===== config.mk =====
export PLATFORM = sky130hd
export DESIGN_NAME = var_table
export DESIGN_NICKNAME = d
export VERILOG_FILES = /design/src/rtl/var_table_pkg.sv /design/src/rtl/var_table_ram.sv /design/src/rtl/var_table.sv
export SDC_FILE = /design/constraint.sdc
export NUM_CORES = 1
export LEC_CHECK = 0
export ABC_AREA = 0
export BUFFER_PORTS_ARGS = -buffer_cell sky130_fd_sc_hd__buf_2
export CAP_MARGIN = 20
export CORE_ASPECT_RATIO = 0.9
export CORE_MARGIN = 4
export CORE_UTILIZATION = 25
export DETAILED_ROUTE_END_ITERATION = 8
export SLEW_MARGIN = 10
export SYNTH_ARGS = -nofsm -noshare
export SYNTH_HDL_FRONTEND = slang
export SYNTH_SLANG_ARGS = --single-unit

===== constraint.sdc =====
create_clock -name clock -period 5 [get_ports clock]
set_input_delay 0.75 -clock clock [delete_from_list [all_inputs] [get_ports clock]]
set_output_delay 0.75 -clock clock [all_outputs]
set_load 0.01 [all_outputs]

===== src/rtl/var_table_pkg.sv =====
// Shared constants and types for the BCP variable table.
// Default geometry: 8 entries of 8-bit assignment masks.
package var_table_pkg;

    localparam int unsigned VAR_TABLE_ADDR_W  = 3;
    localparam int unsigned VAR_TABLE_VAR_NUM = 8;
    localparam int unsigned VAR_TABLE_DEPTH   = 1 << VAR_TABLE_ADDR_W;

    // One table entry at the default width
    typedef logic [VAR_TABLE_VAR_NUM-1:0] var_vec_t;

endpackage : var_table_pkg


===== src/rtl/var_table_ram.sv =====
// Storage array for var_table: synchronous clear, synchronous write,
// asynchronous (combinational) read. The read data is registered by the top.
// Ports:
//   i_clk      clock, all state on rising edge
//   i_rst_n    synchronous active-low clear of every entry
//   i_wr_en    write strobe
//   i_addr     entry index for both read and write
//   i_wr_data  data written on i_wr_en
//   o_rd_data_c  combinational read of the addressed entry
module var_table_ram
    import var_table_pkg::*;
#(
    parameter int unsigned address_width = VAR_TABLE_ADDR_W,
    parameter int unsigned var_num       = VAR_TABLE_VAR_NUM
) (
    input  logic                     i_clk,
    input  logic                     i_rst_n,
    input  logic                     i_wr_en,
    input  logic [address_width-1:0] i_addr,
    input  logic [var_num-1:0]       i_wr_data,
    output logic [var_num-1:0]       o_rd_data_c
);

    localparam int unsigned DEPTH = 1 << address_width;

    logic [var_num-1:0] r_mem [DEPTH];

    // Clear-all on reset, otherwise single-entry write
    always_ff @(posedge i_clk) begin
        if (!i_rst_n) begin
            for (int unsigned i = 0; i < DEPTH; i++) begin
                r_mem[i] <= '0;
            end
        end else if (i_wr_en) begin
            r_mem[i_addr] <= i_wr_data;
        end
    end

    assign o_rd_data_c = r_mem[i_addr];

endmodule : var_table_ram


===== src/rtl/var_table.sv =====
// Variable table for the BCP engine: single shared-address port that either
// reads or writes each cycle, with a registered read output.
// Optional build macro VAR_TABLE_WRITE_THROUGH_EN: when defined, a write also
// loads dout with din at the same edge; otherwise dout holds during writes.
// Ports:
//   clock    system clock
//   reset    synchronous active-low reset (clears table and dout)
//   en       access enable
//   r_w      1 = read, 0 = write
//   address  entry index
//   din      write data
//   dout     registered read data (1-cycle latency)
module var_table
    import var_table_pkg::*;
#(
    parameter int unsigned address_width = VAR_TABLE_ADDR_W,
    parameter int unsigned var_num       = VAR_TABLE_VAR_NUM
) (
    input  logic                     clock,
    input  logic                     reset,
    input  logic                     en,
    input  logic                     r_w,
    input  logic [address_width-1:0] address,
    input  logic [var_num-1:0]       din,
    output logic [var_num-1:0]       dout
);

    logic               w_rd;
    logic               w_wr;
    logic [var_num-1:0] w_rd_data;
    logic [var_num-1:0] r_dout;

    // Access decode
    assign w_rd = en &  r_w;
    assign w_wr = en & ~r_w;

    var_table_ram #(
        .address_width (address_width),
        .var_num       (var_num)
    ) u_ram (
        .i_clk       (clock),
        .i_rst_n     (reset),
        .i_wr_en     (w_wr),
        .i_addr      (address),
        .i_wr_data   (din),
        .o_rd_data_c (w_rd_data)
    );

    // Output register; reset wins over any access in the same cycle
    always_ff @(posedge clock) begin
        if (!reset) begin
            r_dout <= '0;
        end else if (w_rd) begin
            r_dout <= w_rd_data;
`ifdef VAR_TABLE_WRITE_THROUGH_EN
        end else if (w_wr) begin
            r_dout <= din;
`endif
        end
    end

    assign dout = r_dout;

endmodule : var_table


==> results of run 1 <==
metrics by stage:
step	setup WS, ns	hold WS (ns)
after global routing	2.22	0.585
after floorplan	2.79	0.555
after detailed placement	2.00	0.538
final	2.40	0.545
after global placement	2.09	0.544
after CTS	2.34	0.550
synth_stat cells (2+ instances only):
master,n,area share
a21oi_1,8,0.012
a2bb2oi_1,3,0.0079
a31oi_1,7,0.013
and2_1,65,0.12
buf_4,2,0.0045
buf_6,2,0.0068
clkbuf_1,2,0.0023
dfxtp_1,8,0.048
edfxtp_1,64,0.58
mux2_2,20,0.068
mux2i_1,12,0.036
nand2_1,10,0.011
nand2b_1,5,0.0094
nor2_2,6,0.011
nor2b_1,2,0.0038
nor3_4,2,0.0098
o21ai_0,14,0.021
o22a_1,4,0.011
per-layer routing:
metal	vias up	share of wire
met5	-	0
met4	0	0.012
met3	7	0.058
met2	46	0.48
met1	978	0.45
li1	945	-
power by group:
| part | leakage (nW) | internal (W) | switching (W) | total, W |
|---|---|---|---|---|
| sequential | 0.676 | 0.000689 | 0.0000114 | 0.000701 |
| clock | 0.150 | 0.000412 | 0.000229 | 0.000641 |
| combinational | 0.589 | 0.0000400 | 0.0000666 | 0.000107 |
| total | 1.42 | 0.00114 | 0.000307 | 0.00145 |
how the worst max path moves through the flow:
| stage | startpoint | cells past startpoint | slack, ns | endpoint |
|---|---|---|---|---|
| floorplan | address[0] | 4 | 2.79 | u_ram.r_mem[3][0] |
| global placement | address[0] | 4 | 2.09 | u_ram.r_mem[1][2] |
| detailed placement | address[0] | 4 | 2.00 | u_ram.r_mem[1][3] |
| CTS | address[0] | 4 | 2.34 | u_ram.r_mem[1][5] |
| global route | address[0] | 4 | 2.22 | u_ram.r_mem[5][1] |
| finish | address[0] | 4 | 2.40 | u_ram.r_mem[5][4] |
registers in the layout (all words and copies together) (netlist names):
| register | count |
|---|---|
| dout | 8 |
| u_ram.r_mem | 64 |
tightest hold or removal path: cells and delay by family (launching register included):
kind | cells | cell delay [ns]
flops | 1 | 0.31
compound gates | 2 | 0.20
layout make-up:
| type | count | area, um^2 | area share |
|---|---|---|---|
| tap | 164 | 205 | 0.0525 |
| clock inverter | 3 | 40.0 | 0.0102 |
| sequential | 72 | 2080 | 0.532 |
| clock buffer | 13 | 260 | 0.0665 |
| timing repair buffer | 26 | 133 | 0.0339 |
| multi-input combinational | 163 | 1190 | 0.305 |
cell families after synthesis:
group                  after synthesis
and+or+nand+nor                     93
muxes                               32
buffers and inverters                8
AOI/OAI and AO/OA                   38
DFF                                 72
==> metrics, run 1 <==
buffers added on ports 22; data arrival time of the critical path 2.55 ns; placement row count 39; sequential share of the synthesized area 0.626; Data required, critical path 4.95 ns; Clock Tree Root clkbuf_16; Die Y 117 um; number of remaining DRC errors 0; final cell count without fillers 441; peak supply drop about 0.16 mV; RR Endpoint dout[1]; Buf/Inv on CP 2; async set or reset register ratio after synthesis 0; total gr overflow 0; Pins Over Slew Limit 0; GR peak layer met2; final weighted congestion in routability-driven placement roughly 0.74; CTS HTree Levels 3; HPWL after detailed placement roughly 5400 um; hold path depth 2; Min-Delay Endpoint dout[6]; global-route wire length before repair 11800 um; most frequent standard cell in the layout excluding fill and tap cells and2_1; Pleak 1.42 nW; utilization of the core after routing 0.304; worst hold path class register to register; fraction of synthesized cell area in xor and xnor cells 0; Core Region 0.0129 mm^2; io pins 23; starting density of the core 0.258; number of violations of the max-capacitance limit 0; Worst setup EP type register; Area Growth Syn to Fin 17.5%; total setup violations reported at the end of the flow 0; critical-path maximum fanout 19; post-DR wirelength/cell between 15 and 20 um; depth of the most critical reg-to-reg path 3; Syn Std Cell Area 0.00333 mm^2; Total Routing Usage GR 0.106; fraction of the mapped netlist area in simple logic gates 0.184; number of distinct library cells after synthesis 25; clock latency of the later-clocked register in the worst-skew pair 0.33 ns; post-synthesis compound-gate area fraction 0.0699; number of global-route vias before repair 2042; largest net degree at the start of global routing 20; max incr delay on CP 0.82 ns; total negative setup slack 0 ns; power density relative to cell area 370 mW/mm^2; met3 Usage GRT 0.0363; clock tree from TritonCTS done; number of nets in the finished design 287; maximum root-to-sink buffer count 2; highest achievable clock rate a little under 400 MHz; number of clock sinks 72; 1st-pass router iterations 4; cell-by-cell trace of the critical path buf_2 -> buf_4 -> nand2b_1 -> o21ai_0; Routed Antenna Nets 0; dominant delay contributor by cell family on the critical path compound AO/OA/AOI/OAI gates; clock transition at the registers of the reported paths 0.05 ns; setup repair after global routing missed its margin no; worst slew margin relative to its limit 0.315; Yosys warnings 0; grt met1 use 0.140; final critical path time including I/O delays and setup 2.60 ns; Via-to-Cell Ratio 4.48; most frequent cells in the layout and2_1 (65), edfxtp_1 (64), buf_2 (24); worst setup skew after layout just under 0.006 ns; synthesized flop and latch total 72; Post-Synthesis Net Count 258; final standard cell area without fillers between 0.003 and 0.004 mm^2; Placement Cell Area 0.00360 mm^2; Post-Synth Adder-Cell Area 0; reg-to-reg setup timing slack 3.82 ns; Mean Syn Cell Area 13.7 um^2; initial antenna violation count 0; post-CTS sizing 0; post-route fraction of the period consumed by the critical path 0.520; cell count after synthesis 243; most used flip-flop cell after synthesis edfxtp_1; count of inserted antenna diode cells 0; worst hold path startpoint dout[6]; Post-synth EDFFs 64; Post-CTS Repair Setup Buffers 0; Die Outline Area 0.0152 mm^2; die extent in x 130 um; number of buffers added by the clock tree synthesis step 9; critical-path cell with the highest stage delay o21ai_0; slew of the pin with the lowest slew margin 1.02 ns; placed cell count approximately 420; Final Hold Vio Count 0; total power 0.00145 W; number of filler instances in the final layout 1308; fraction of layout cells with a size suffix above 1 0.253; overall via count from detail_route roughly 2000; number of buffers inserted for hold repair after clock tree synthesis 0; drt initial violations 133; result of the run completed; global-route track usage on met2 0.163; aggregate routed wire length 7640 um; share of cell area taken by muxes after synthesis 0.104; dominant combinational cell family by area after synthesis simple AND/OR/NAND/NOR gates; startpoint of the worst-slack reg-to-reg timing path u_ram.r_mem[1][1]; startpoint type of the worst setup path input pin; Crit Path Class input pin to register
(Power assumes the default switching activity.)
==> run 2, diff against run 1 <==
ABC_AREA = 1   (was 0)
clock period = 2.26 ns   (was 5 ns; I/O delays follow)
==> metrics, run 2 <==
result of the run completed (unchanged); register with the highest flop count u_ram.r_mem (unchanged); Die Y 118 um (was 117 um); final standard cell area without fillers 0.00393 mm^2 (was 0.00391 mm^2); cell count after synthesis 373 (was 243); total setup violations reported at the end of the flow 0 (unchanged); Total Routing Usage GR 0.112 (was 0.106); Via-to-Cell Ratio 4.24 (was 4.48); initial antenna violation count 0 (unchanged); maximum root-to-sink buffer count 2 (unchanged); number of violations of the max-capacitance limit 0 (unchanged); worst setup skew after layout 0.00705 ns (was 0.00583 ns); fraction of layout cells with a size suffix above 1 0.141 (was 0.253); overall via count from detail_route 2427 (was 1976); utilization of the core after routing 0.295 (was 0.304); final critical path time including I/O delays and setup 1.48 ns; Post-synth EDFFs 64 (unchanged); placed cell count 557 (was 422); synthesized flop and latch total 72 (unchanged); cell-by-cell trace of the critical path buf_2 -> inv_2 -> nor2_4 -> nand2_2 -> nand2_1 (was buf_2 -> buf_4 -> nand2b_1 -> o21ai_0); Die Outline Area 0.0155 mm^2 (was 0.0152 mm^2); Post-Synthesis Net Count 388 (was 258); total negative setup slack 0 ns (unchanged); most frequent cells in the layout nor2_1 (87), nand2_1 (73), inv_1 (64), edfxtp_1 (64), nand3_1 (34) (was and2_1 (65), edfxtp_1 (64), buf_2 (24)); Final Hold Vio Count 0 (unchanged); CTS HTree Levels 3 (unchanged); async set or reset register ratio after synthesis 0 (unchanged); area occupied by multi-input gates 980 um^2 (was 0.00119 mm^2); number of buffers added by the clock tree synthesis step 9 (unchanged); number of distinct library cells after synthesis 22 (was 25); clock latency of the later-clocked register in the worst-skew pair 0.33 ns (about the same); reg-to-reg setup timing slack 1.18 ns (was 3.82 ns); Placement Cell Area 0.00366 mm^2 (was 0.00360 mm^2); switching power total 0.000719 W (was 0.000307 W); Routed Antenna Nets 0 (unchanged); Yosys warnings 0 (unchanged); number of buffers inserted for hold repair after clock tree synthesis 0 (unchanged); clock transition at the registers of the reported paths 0.06 ns (was 0.05 ns); Internal Pwr Total 0.00236 W (was 0.00114 W); Area Growth Syn to Fin 15.8% (was 17.5%); Crit Path Class input pin to register (unchanged); flip-flop count of the largest register, all copies and words added 64 (unchanged); peak supply drop 0.364 mV (was 0.162 mV); startpoint type of the worst setup path input pin (unchanged); Core Region 0.0133 mm^2 (was 0.0129 mm^2); io pins 23 (unchanged); highest achievable clock rate 675 MHz; most numerous cell types in the synthesized netlist nor2_1 (87), nand2_1 (73), edfxtp_1 (64), inv_1 (64), nand3_1 (34) (was and2_1 (65), edfxtp_1 (64), mux2_2 (20), o21ai_0 (14), mux2i_1 (12)); Pleak 1.76 nW (was 1.42 nW); setup repair after global routing missed its margin no (unchanged); worst-case hold slack 0.492 ns (was 0.545 ns); Pins Over Slew Limit 0 (unchanged); Clock Tree Root clkbuf_16 (unchanged); Worst setup EP type register (unchanged); sequential share of the synthesized area 0.614 (was 0.626); number of remaining DRC errors 0 (unchanged); number of clock sinks 72 (unchanged); critical-path maximum fanout 22 (was 19); drt initial violations 224 (was 133); power share of the combinational group 0.082 (was 0.074); global-route wire length before repair 13000 um (was 11800 um); library cell with the highest instance count after synthesis nor2_1 (was and2_1); total gr overflow 0 (unchanged); buffers added on ports 22 (unchanged); Seq. cell area 0.00208 mm^2 (unchanged); library cell with the largest summed area after synthesis edfxtp_1 (unchanged); number of global-route vias before repair 2530 (was 2042); post-CTS sizing 0 (unchanged); clock tree from TritonCTS done (unchanged); cell types occupying the most area after synthesis edfxtp_1 (57%), nor2_1 (9.6%), nand2_1 (8.1%) (was edfxtp_1 (58%), and2_1 (12%), mux2_2 (6.8%)); placement row count 40 (was 39); number of filler instances in the final layout 1404 (was 1308); worst hold path class input pin to register (was register to register); aggregate routed wire length 8120 um (was 7640 um); post-DR wirelength/cell 14.2 um (was 17.3 um); 1st-pass router iterations 4 (unchanged); worst slew margin relative to its limit 0.706 (was 0.315); Syn Std Cell Area 0.00339 mm^2 (was 0.00333 mm^2); count of inserted antenna diode cells 0 (unchanged); largest net degree at the start of global routing 26 (was 20); power density relative to cell area 784 mW/mm^2 (was 370 mW/mm^2); post-route fraction of the period consumed by the critical path 0.655; Post-CTS Repair Setup Buffers 0 (unchanged); final cell count without fillers 573 (was 441); share of the synthesized area in the top cell type 0.567 (was 0.577); starting density of the core 0.255 (was 0.258); clock share of power 0.414 (was 0.443); Data required, critical path 2.26 ns (was 4.95 ns); switching share of total power 0.233 (was 0.212); relative contribution of sequential cells to total power 0.503 (was 0.484); HPWL after detailed placement 5850 um (was 5370 um); die extent in x 131 um (was 130 um); max incr delay on CP 0.35 ns (was 0.82 ns); slew of the pin with the lowest slew margin 0.441 ns (was 1.02 ns); Mean Syn Cell Area 9.09 um^2 (was 13.7 um^2); number of nets in the finished design 415 (was 287); final weighted congestion in routability-driven placement 0.838 (was 0.739); most used flip-flop cell after synthesis edfxtp_1 (unchanged); data arrival time of the critical path 1.48 ns (was 2.55 ns); critical-path cell with the highest stage delay buf_2 (was o21ai_0); most frequent standard cell in the layout excluding fill and tap cells nor2_1 (was and2_1)
==> run 2: path summary, 6_finish.rpt <==
check / startpoint / end / cells after the start
min: reset / dout[7] / 4
max: address[0] / u_ram.r_mem[3][1] / 5
max reg2reg: u_ram.r_mem[2][4] / dout[4] / 5
min reg2reg: dout[0] / dout[0] / 2
==> run 2: per-layer routing <==
layer,track usage,up-vias,share of wire
met5,0,-,0
met4,0.0251,0,0.013
met3,0.0488,10,0.086
met2,0.168,79,0.45
met1,0.151,1115,0.45
li1,-,1223,-
==> run 2: cells by family (layout without fill, tap and decap cells) <==
family / Yosys count / after routing / share of synthesized area
and+or+nand+nor: 210 / 210 / 0.268
buffers and inverters: 77 / 109 / 0.0970
DFF: 72 / 72 / 0.614
AOI/OAI and AO/OA: 14 / 14 / 0.0207
==> run 2: final cells by class <==
class,count,area share
clock inverters,4,0.00510
clock buffers,12,0.0628
repair buffers,25,0.0338
inverters,68,0.0650
multi-input cells,224,0.250
well taps,168,0.0535
flip-flops and latches,72,0.530
==> run 2: critical path, delay by kind of cell <==
kind | cells | cell delay [ns]
buf+inv | 2 | 0.45
simple gates | 3 | 0.69
==> run 2: power by group through the flow <==
stage	sequential [W]	clock, W	combinational (W)
after global routing	0.00156	0.00135	0.000286
after floorplan	0.00157	0	0.000164
after CTS	0.00155	0.00129	0.000255
after global placement	0.00158	0	0.000250
final	0.00155	0.00127	0.000254
after detailed placement	0.00158	0	0.000254
==> run 2: through the flow <==
stage                     setup WS, ns  power, W
after detailed placement         0.439   0.00183
after floorplan                  0.828   0.00174
final                            0.779   0.00308
after global routing             0.681   0.00320
after global placement           0.493   0.00183
after CTS                        0.788   0.00310
==> run 3, diff against run 2 <==
clock period = 1.3 ns   (was 2.26 ns; I/O delays follow)
==> metrics, run 3 (same netlist as run 2, synthesis figures left out) <==
fraction of layout cells with a size suffix above 1 0.185 (was 0.141); hold path depth 4 (unchanged); clock tree from TritonCTS done (unchanged); critical-path maximum fanout 8 (was 22); buffers added on ports 22 (unchanged); highest achievable clock rate 827 MHz; initial antenna violation count 0 (unchanged); Post-CTS Repair Setup Buffers 0 (unchanged); flip-flop count of the largest register, all copies and words added 64 (unchanged); Final Hold Vio Count 0 (unchanged); global-route wire length before repair 13100 um (was 13000 um); GR peak layer met2 (unchanged); total gr overflow 0 (unchanged); worst setup path startpoint r_w (was address[0]); CTS HTree Levels 3 (unchanged); overall via count from detail_route 2502 (was 2427); depth of the most critical reg-to-reg path 4 (was 5); drt initial violations 246 (was 224); Placement Cell Area 0.00393 mm^2 (was 0.00366 mm^2); number of nets in the finished design 439 (was 415); RR Endpoint dout[1] (was dout[4]); Pins Over Slew Limit 0 (unchanged); number of buffers inserted for hold repair after clock tree synthesis 0 (unchanged); Via-to-Cell Ratio 4.20 (was 4.24); most frequent cells in the layout nor2_1 (87), nand2_1 (73), inv_1 (64), edfxtp_1 (64), nand3_1 (34) (unchanged); Clock Tree Root clkbuf_16 (unchanged); Crit Path Class input pin to register (unchanged); Die Outline Area 0.0155 mm^2 (unchanged); post-DR wirelength/cell 13.6 um (was 14.2 um); worst setup skew after layout 0.00685 ns (was 0.00705 ns); Routed Antenna Nets 0 (unchanged); Setup WS post-layout 0.0905 ns (was 0.779 ns); result of the run completed (unchanged); clock transition at the registers of the reported paths 0.05 ns (was 0.06 ns); startpoint of the worst-slack reg-to-reg timing path u_ram.r_mem[7][1] (was u_ram.r_mem[2][4]); post-CTS sizing 0 (unchanged); starting density of the core 0.255 (unchanged); placement row count 40 (unchanged); aggregate routed wire length 8100 um (was 8120 um); reg-to-reg setup timing slack 0.24 ns (was 1.18 ns); slew of the pin with the lowest slew margin 0.472 ns (was 0.441 ns); worst hold path class input pin to register (unchanged); pre-CTS setup slack -0.232 ns (was 0.439 ns); Data required, critical path 1.30 ns (was 2.26 ns); die extent in x 131 um (unchanged); startpoint type of the worst setup path input pin (unchanged); clock latency of the later-clocked register in the worst-skew pair 0.33 ns (about the same); Total Routing Usage GR 0.114 (was 0.112); Core Region 0.0133 mm^2 (unchanged); post-route fraction of the period consumed by the critical path 0.930; placed cell count 581 (was 557); setup repair after global routing missed its margin no (unchanged); Worst setup EP type register (unchanged); count of inserted antenna diode cells 0 (unchanged); worst-case hold slack 0.341 ns (was 0.492 ns); number of remaining DRC errors 0 (unchanged); number of clock sinks 72 (unchanged); final critical path time including I/O delays and setup 1.21 ns; Pleak 1.89 nW (was 1.76 nW); HPWL after detailed placement 5950 um (was 5850 um); number of global-route vias before repair 2533 (was 2530); 1st-pass router iterations 4 (unchanged); total setup violations reported at the end of the flow 0 (unchanged); register with the highest flop count u_ram.r_mem (unchanged); final standard cell area without fillers 0.00418 mm^2 (was 0.00393 mm^2); most frequent standard cell in the layout excluding fill and tap cells nor2_1 (unchanged); Die Y 118 um (unchanged); final cell count without fillers 596 (was 573); crit path capture u_ram.r_mem[7][7] (was u_ram.r_mem[3][1]); io pins 23 (unchanged); Area Growth Syn to Fin 23.3% (was 15.8%); grt met1 use 0.160 (was 0.151); number of buffers added by the clock tree synthesis step 9 (unchanged); met3 Usage GRT 0.0380 (was 0.0488); worst slew margin relative to its limit 0.685 (was 0.706); data arrival time of the critical path 1.21 ns (was 1.48 ns); final weighted congestion in routability-driven placement 0.846 (was 0.838); global-route track usage on met2 0.165 (was 0.168); largest net degree at the start of global routing 20 (was 26); number of violations of the max-capacitance limit 0 (unchanged); number of filler instances in the final layout 1398 (was 1404); power density relative to cell area 1270 mW/mm^2 (was 784 mW/mm^2); peak supply drop 0.622 mV (was 0.364 mV); maximum root-to-sink buffer count 2 (unchanged)
==> run 3: worst min-delay path by stage <==
stage	startpoint	endpoint	slack, ns
3_3_place_gp	dout[4]	dout[4]	0.50
5_1_grt	reset	dout[4]	0.35
2_1_floorplan	reset	dout[0]	0.34
3_5_place_dp	dout[4]	dout[4]	0.52
4_1_cts	reset	dout[4]	0.33
6_report	reset	dout[0]	0.34
==> run 3: layout make-up <==
type	count	area, um^2	area share
sequential	72	2080	0.498
inverter	68	255	0.0610
clock inverter	5	25.0	0.00598
timing repair buffer	49	400	0.0958
clock buffer	10	229	0.0548
multi-input combinational	224	980	0.234
tap	168	210	0.0503
==> run 3: where the power goes <==
group | switching (W) | internal [W]
sequential | 0.0000435 | 0.00265
combinational | 0.000331 | 0.000186
clock | 0.000860 | 0.00126
total | 0.00123 | 0.00409
==> run 3: layer usage <==
layer	vias to the layer above	wire [um]
met4	0	121
met3	12	497
met1	1167	3830
met2	60	3650
li1	1263	-
met5	-	0
==> run 3: worst max-delay path: stages <==
cell      delay [ns]
buf_2           0.10
nand3b_1        0.30
nor2_4          0.26
nand2_2         0.08
nand2_1         0.27
==> run 3: metrics by stage <==
stage	util	total power (W)	TNS [ns]
floorplan	-	0.00302	0
global placement	0.295	0.00326	-10.64
detailed placement	0.295	0.00326	-12.56
CTS	0.314	0.00537	0
global route	0.314	0.00556	0
finish	0.314	0.00533	0
